## src/rtl/conv_code_pkg.sv

```systemverilog
// Shared definitions for the rate-1/2, K=3 convolutional code (generators 111/101).
// Used by the transmit encoder and its reference encode function.
package conv_code_pkg;

    localparam logic [2:0] G1 = 3'b111;
    localparam logic [2:0] G2 = 3'b101;

    localparam int INFO_LEN  = 5;
    localparam int TAIL_LEN  = 2;
    localparam int STEPS     = INFO_LEN + TAIL_LEN;
    localparam int FRAME_LEN = 14;

    localparam logic [3:0] CNT_LAST = 4'(FRAME_LEN - 1);

    typedef logic [INFO_LEN-1:0]  info_t;
    typedef logic [FRAME_LEN-1:0] frame_t;

endpackage

```

## src/rtl/conv_frame_encode.sv

```systemverilog
// Combinational encoder: 5-bit word plus 2 zero tail bits -> 14-bit frame, trellis 00 -> 00.
// Latency: none (pure combinational). Backpressure: not applicable.
// Frame bit 2i uses G1, bit 2i+1 uses G2; word MSB is encoded first.
module conv_frame_encode
    import conv_code_pkg::*;
(
    input  info_t  word,
    output frame_t frame
);

    logic [STEPS-1:0] useq;
    assign useq = {word, {TAIL_LEN{1'b0}}};

    always_comb begin
        logic [2:0] win;  // {u, s1, s2}
        frame = '0;
        win   = '0;
        for (int i = 0; i < STEPS; i++) begin
            win[2]         = useq[STEPS-1-i];
            frame[2*i]     = ^(win & G1);
            frame[2*i+1]   = ^(win & G2);
            win            = {1'b0, win[2], win[1]};
        end
    end

endmodule

```

## src/rtl/conv_frame_encoder.sv

```systemverilog
// Serial framed convolutional encoder; optional err_mask XOR at load under CONV_ENC_ERRINJ_EN.
// Latency: accept to slot 0 of carrying frame is 1..14 cycles; continuous 14-cycle frames.
// Backpressure: one-entry buffer, data_ready low from accept until the next load edge.
module conv_frame_encoder
    import conv_code_pkg::*;
#(
    parameter info_t IDLE_PATTERN = 5'b00000
)(
    input  logic                 clk1,
    input  logic                 reset,
    input  logic [INFO_LEN-1:0]  data_in,
    input  logic                 data_valid,
    output logic                 data_ready,
    output logic                 txbit,
    output logic                 frame_start,
    output logic                 frame_is_data
`ifdef CONV_ENC_ERRINJ_EN
    ,
    input  logic [FRAME_LEN-1:0] err_mask
`endif
);

    logic [3:0] cnt;
    logic       run;
    logic       buf_full;
    info_t      buf_word;
    info_t      src_word;
    frame_t     frame_sr;
    frame_t     code;
    frame_t     load_frame;
    logic       load;
    logic       accept;

    assign load       = (cnt == CNT_LAST);
    assign data_ready = run && !buf_full;
    assign accept     = data_valid && data_ready;
    assign txbit      = frame_sr[0];
    assign src_word   = buf_full ? buf_word : IDLE_PATTERN;

    conv_frame_encode u_encode (
        .word  (src_word),
        .frame (code)
    );

`ifdef CONV_ENC_ERRINJ_EN
    assign load_frame = code ^ err_mask;
`else
    assign load_frame = code;
`endif

    always_ff @(posedge clk1) begin
        if (!reset) begin
            cnt           <= CNT_LAST;
            run           <= 1'b0;
            buf_full      <= 1'b0;
            buf_word      <= '0;
            frame_sr      <= '0;
            frame_start   <= 1'b0;
            frame_is_data <= 1'b0;
        end else begin
            run         <= 1'b1;
            frame_start <= load;
            if (load) begin
                frame_sr      <= load_frame;
                cnt           <= '0;
                frame_is_data <= buf_full;
            end else begin
                frame_sr <= frame_sr >> 1;
                cnt      <= cnt + 4'd1;
            end
            // A word accepted on the load edge is held for the following frame.
            if (accept) begin
                buf_full <= 1'b1;
                buf_word <= data_in;
            end else if (load) begin
                buf_full <= 1'b0;
            end
        end
    end

endmodule

```

## config.mk

```make
export PLATFORM = sky130hd
export DESIGN_NAME = conv_frame_encoder
export DESIGN_NICKNAME = d
export VERILOG_FILES = /design/src/rtl/conv_code_pkg.sv /design/src/rtl/conv_frame_encode.sv /design/src/rtl/conv_frame_encoder.sv
export SDC_FILE = /design/constraint.sdc
export NUM_CORES = 1
export LEC_CHECK = 0
export BUFFER_PORTS_ARGS = -buffer_cell sky130_fd_sc_hd__buf_2
export CORE_MARGIN = 5
export CORE_UTILIZATION = 33
export CTS_CLUSTER_DIAMETER = 120
export DETAILED_ROUTE_END_ITERATION = 10
export MAX_ROUTING_LAYER = met4
export PLACE_DENSITY_LB_ADDON = 0.2
export SETUP_SLACK_MARGIN = 0.3
export SYNTH_ARGS = -nofsm -noshare
export SYNTH_HDL_FRONTEND = slang
export SYNTH_SLANG_ARGS = --single-unit
```

## constraint.sdc

```tcl
create_clock -name clk1 -period 1.2 [get_ports clk1]
set_clock_uncertainty 0.05 [all_clocks]
set_input_delay 0.18 -clock clk1 [delete_from_list [all_inputs] [get_ports clk1]]
set_output_delay 0.18 -clock clk1 [all_outputs]
set_load 0.005 [all_outputs]
```

==> flow_summary_export.csv <==
group,metric,value,unit
outcome,status,"finished, violations left",
outcome,violations,"negative setup slack",
layout,multi_input_area,601,um2
hold_path,hp-start,"data_in[1]",
critical_path,r2r_start,"cnt[1]$_SDFF_PP0_",
sta,rsz0062_at_grt,"true",
global_route,antenna_found_initial,0,
placed_design,place_congestion,0.776,
layout,n_antenna_cell,0,
layout,nNetsFinal,148,
floorplanning,die_w,67.9,um
synth,synth_seq_cells,27,
global_route,gr-total-overflow,0,
synth,synth.distinct_cells,27,
layout,n_fill_cell,327,
placed_design,post_dp_cell_area,0.00129,mm2
critical_path,crit_fanout,6,
route,drt_wl_total,2210,um
sta,setup_viol,7,
job,maxCapViolCount,0,
clocking,clk_latency,0.32,ns
floorplanning,die_area,0.00461,mm2
clocking,path_clk_slew,0.14,ns
layout,design_area,0.00146,mm2
layout,final-seq-area,552,um2
critical_path,crit_start,"cnt[1]$_SDFF_PP0_",
route,avgViaCountPerCell,4.62,
clocking,cts_buffer_depth,2,
floorplanning,core_area,0.00328,mm2
synth,synthCells,109,
clocking,ctsHoldBuffers,0,
clocking,clock-root-buffer,"clkbuf_4",
clocking,cts_tree,"yes",
route,wl_met1,1040,um
route,vias,846,
route,wl_per_cell,12.1,um
power,peakVddDrop,750,uV
sta,min_period,1.26,ns
clocking,cts_made_buffers,3,
sta,hold_ws,0.0610,ns
sta,post-route-period-util,1.05,
sta,hold_violations,0,
sta,drv_slew,0,
global_route,grt_pass1_vias,840,
power,leakage,0.625,nW
route,ant_nets,0,
synth,synth_ff_type,"dfxtp_1",
floorplanning,row_count,21,
placed_design,hpwl,1470,um
layout,syn_to_final_growth,31.8,%
clocking,clock_sinks,27,
route,drtIter0Drc,25,
layout,final_core_util,0.444,
floorplanning,start_util,0.337,
synth,synth-edff-count,0,
route,wl_met3,67,um
synth,syn-cell-area,0.00111,mm2
critical_path,crit_arrival,1.43,ns
layout,drive_above_1_share,0.416,
route,drc,0,
global_route,grt_pass1_wl,3650,um
critical_path,worstSetupPathType,"reg2reg",
critical_path,critPathRequiredTime,1.37,ns
sta,setup_ws,-0.0596,ns
power,powerDensity,1490,mW/mm2
floorplanning,die_h,67.9,um
global_route,grt_max_degree,28,
sta,tightest_slew,0.413,ns
critical_path,start_kind,"flop",
synth,syn_nets,119,
critical_path,critPathCaptureType,"flop",
sta,clock.fmax,794,MHz
route,wl_met2,1060,um
synth,async_flop_share,0,
clocking,h-tree-depth,1,
synth,synth-seq-area-share,0.488,
placed_design,io_buffers,11,
hold_path,hold_path.class,"in2reg",
global_route,grt_usage,0.107,
route,firstDrtPassIters,4,
floorplanning,io_pins,12,
synth,yosys_warnings,0,
synth,syn_avg_cell_area,10.2,um2
route,top_layer,"met4",
sta,slew_headroom,0.725,
[sequential cells by signal, indices dropped and copies added (netlist names)]
register	cells
run	1
frame_is_data	1
frame_start	1
cnt	4
buf_full	1
buf_word	5
frame_sr	14
[power by group]
part           switching (mW)  internal (mW)
clock                   0.256          0.130
combinational           0.322          0.414
sequential             0.0794          0.973
total                   0.657           1.52
[layout make-up]
type | instances | share of cell area
Multi-Input combinational cell | 75 | 0.412
Sequential cell | 27 | 0.378
Timing Repair Buffer | 29 | 0.148
Tap cell | 46 | 0.0395
Clock buffer | 4 | 0.0180
Inverter | 2 | 0.00515
[kinds of logic after synthesis]
kind of cell,share of synthesized area
muxes,0.0452
and+or+nand+nor,0.191
buffers and inverters,0.0452
AOI/OAI and AO/OA,0.145
xor gates and xnor gates,0.0633
adders and majority gates,0.0226
DFF,0.488
[layout by cell type, fill, tap and decap left out, drive strengths merged]
cell type / Yosys / layout
o21ai: 2 / 2
o21a: 1 / 1
nor3b: 2 / 2
a211o: 1 / 1
inv: 2 / 2
a21oi: 1 / 1
nand3b: 1 / 1
clkbuf: 2 / 4
nand3: 10 / 11
mux2i: 5 / 5
a32o: 3 / 3
nand2: 14 / 14
buf: 5 / 29
ha: 2 / 2
o311ai: 1 / 1
xor2: 6 / 6
xnor2: 2 / 2
dfxtp: 27 / 27
and3: 3 / 4
nor2b: 6 / 6
a21boi: 11 / 11
and2: 2 / 2
[path summary, 6_finish.rpt]
check / end / slack, ns / cells past startpoint
setup / recovery: frame_sr[6]$_SDFF_PN0_ / -0.06 / 5
hold / removal: buf_word[1]$_SDFFE_PN0P_ / 0.06 / 3
setup reg to reg: frame_sr[6]$_SDFF_PN0_ / -0.06 / 5
hold reg to reg: frame_sr[2]$_SDFF_PN0_ / 0.38 / 2
[synth_stat cells, types with 3 or more instances]
| library cell | number | area share |
|---|---|---|
| a21boi_0 | 4 | 0.027 |
| mux2i_1 | 5 | 0.045 |
| dfxtp_1 | 27 | 0.49 |
| nand2_1 | 14 | 0.047 |
| xor2_1 | 6 | 0.047 |
| a32o_1 | 3 | 0.027 |
| nor2b_1 | 6 | 0.034 |
| buf_4 | 4 | 0.027 |
| a21boi_1 | 5 | 0.034 |
| nand3_1 | 10 | 0.045 |
[metrics by stage]
stage	total power [mW]	setup slack (ns)	TNS [ns]	cells
after floorplan	1.38	0.00695	0	109
after global placement	1.57	-0.0242	-0.0672	171
after detailed placement	1.59	-0.0344	-0.148	171
after CTS	2.15	-0.0419	-0.191	182
after global routing	2.32	-0.119	-1.08	183
final	2.17	-0.0596	-0.192	183
[per-layer routing]
metal / vias to the layer above / track usage
met3: 5 / 0.0197
met1: 399 / 0.124
li1: 431 / -
met2: 11 / 0.178
met4: 0 / 0.0521
met5: - / -
[worst max-delay path, cell delays in order (launching register included)]
cell and delay (ns):
dfxtp_2 0.36, inv_2 0.04, ha_4 0.16, and3_4 0.17, and3_4 0.17, a32o_1 0.20
[repair_timing]
action                                  in CTS  in global routing
gates cloned                                 2                  0
pin swaps                                    7                  8
setup buffers                                5                  1
endpoints found under the setup margin      30                 30
resized for setup                           12                 13
endpoints found under the hold margin        0                  0
Note: power is estimated with default switching activity, not from simulation.
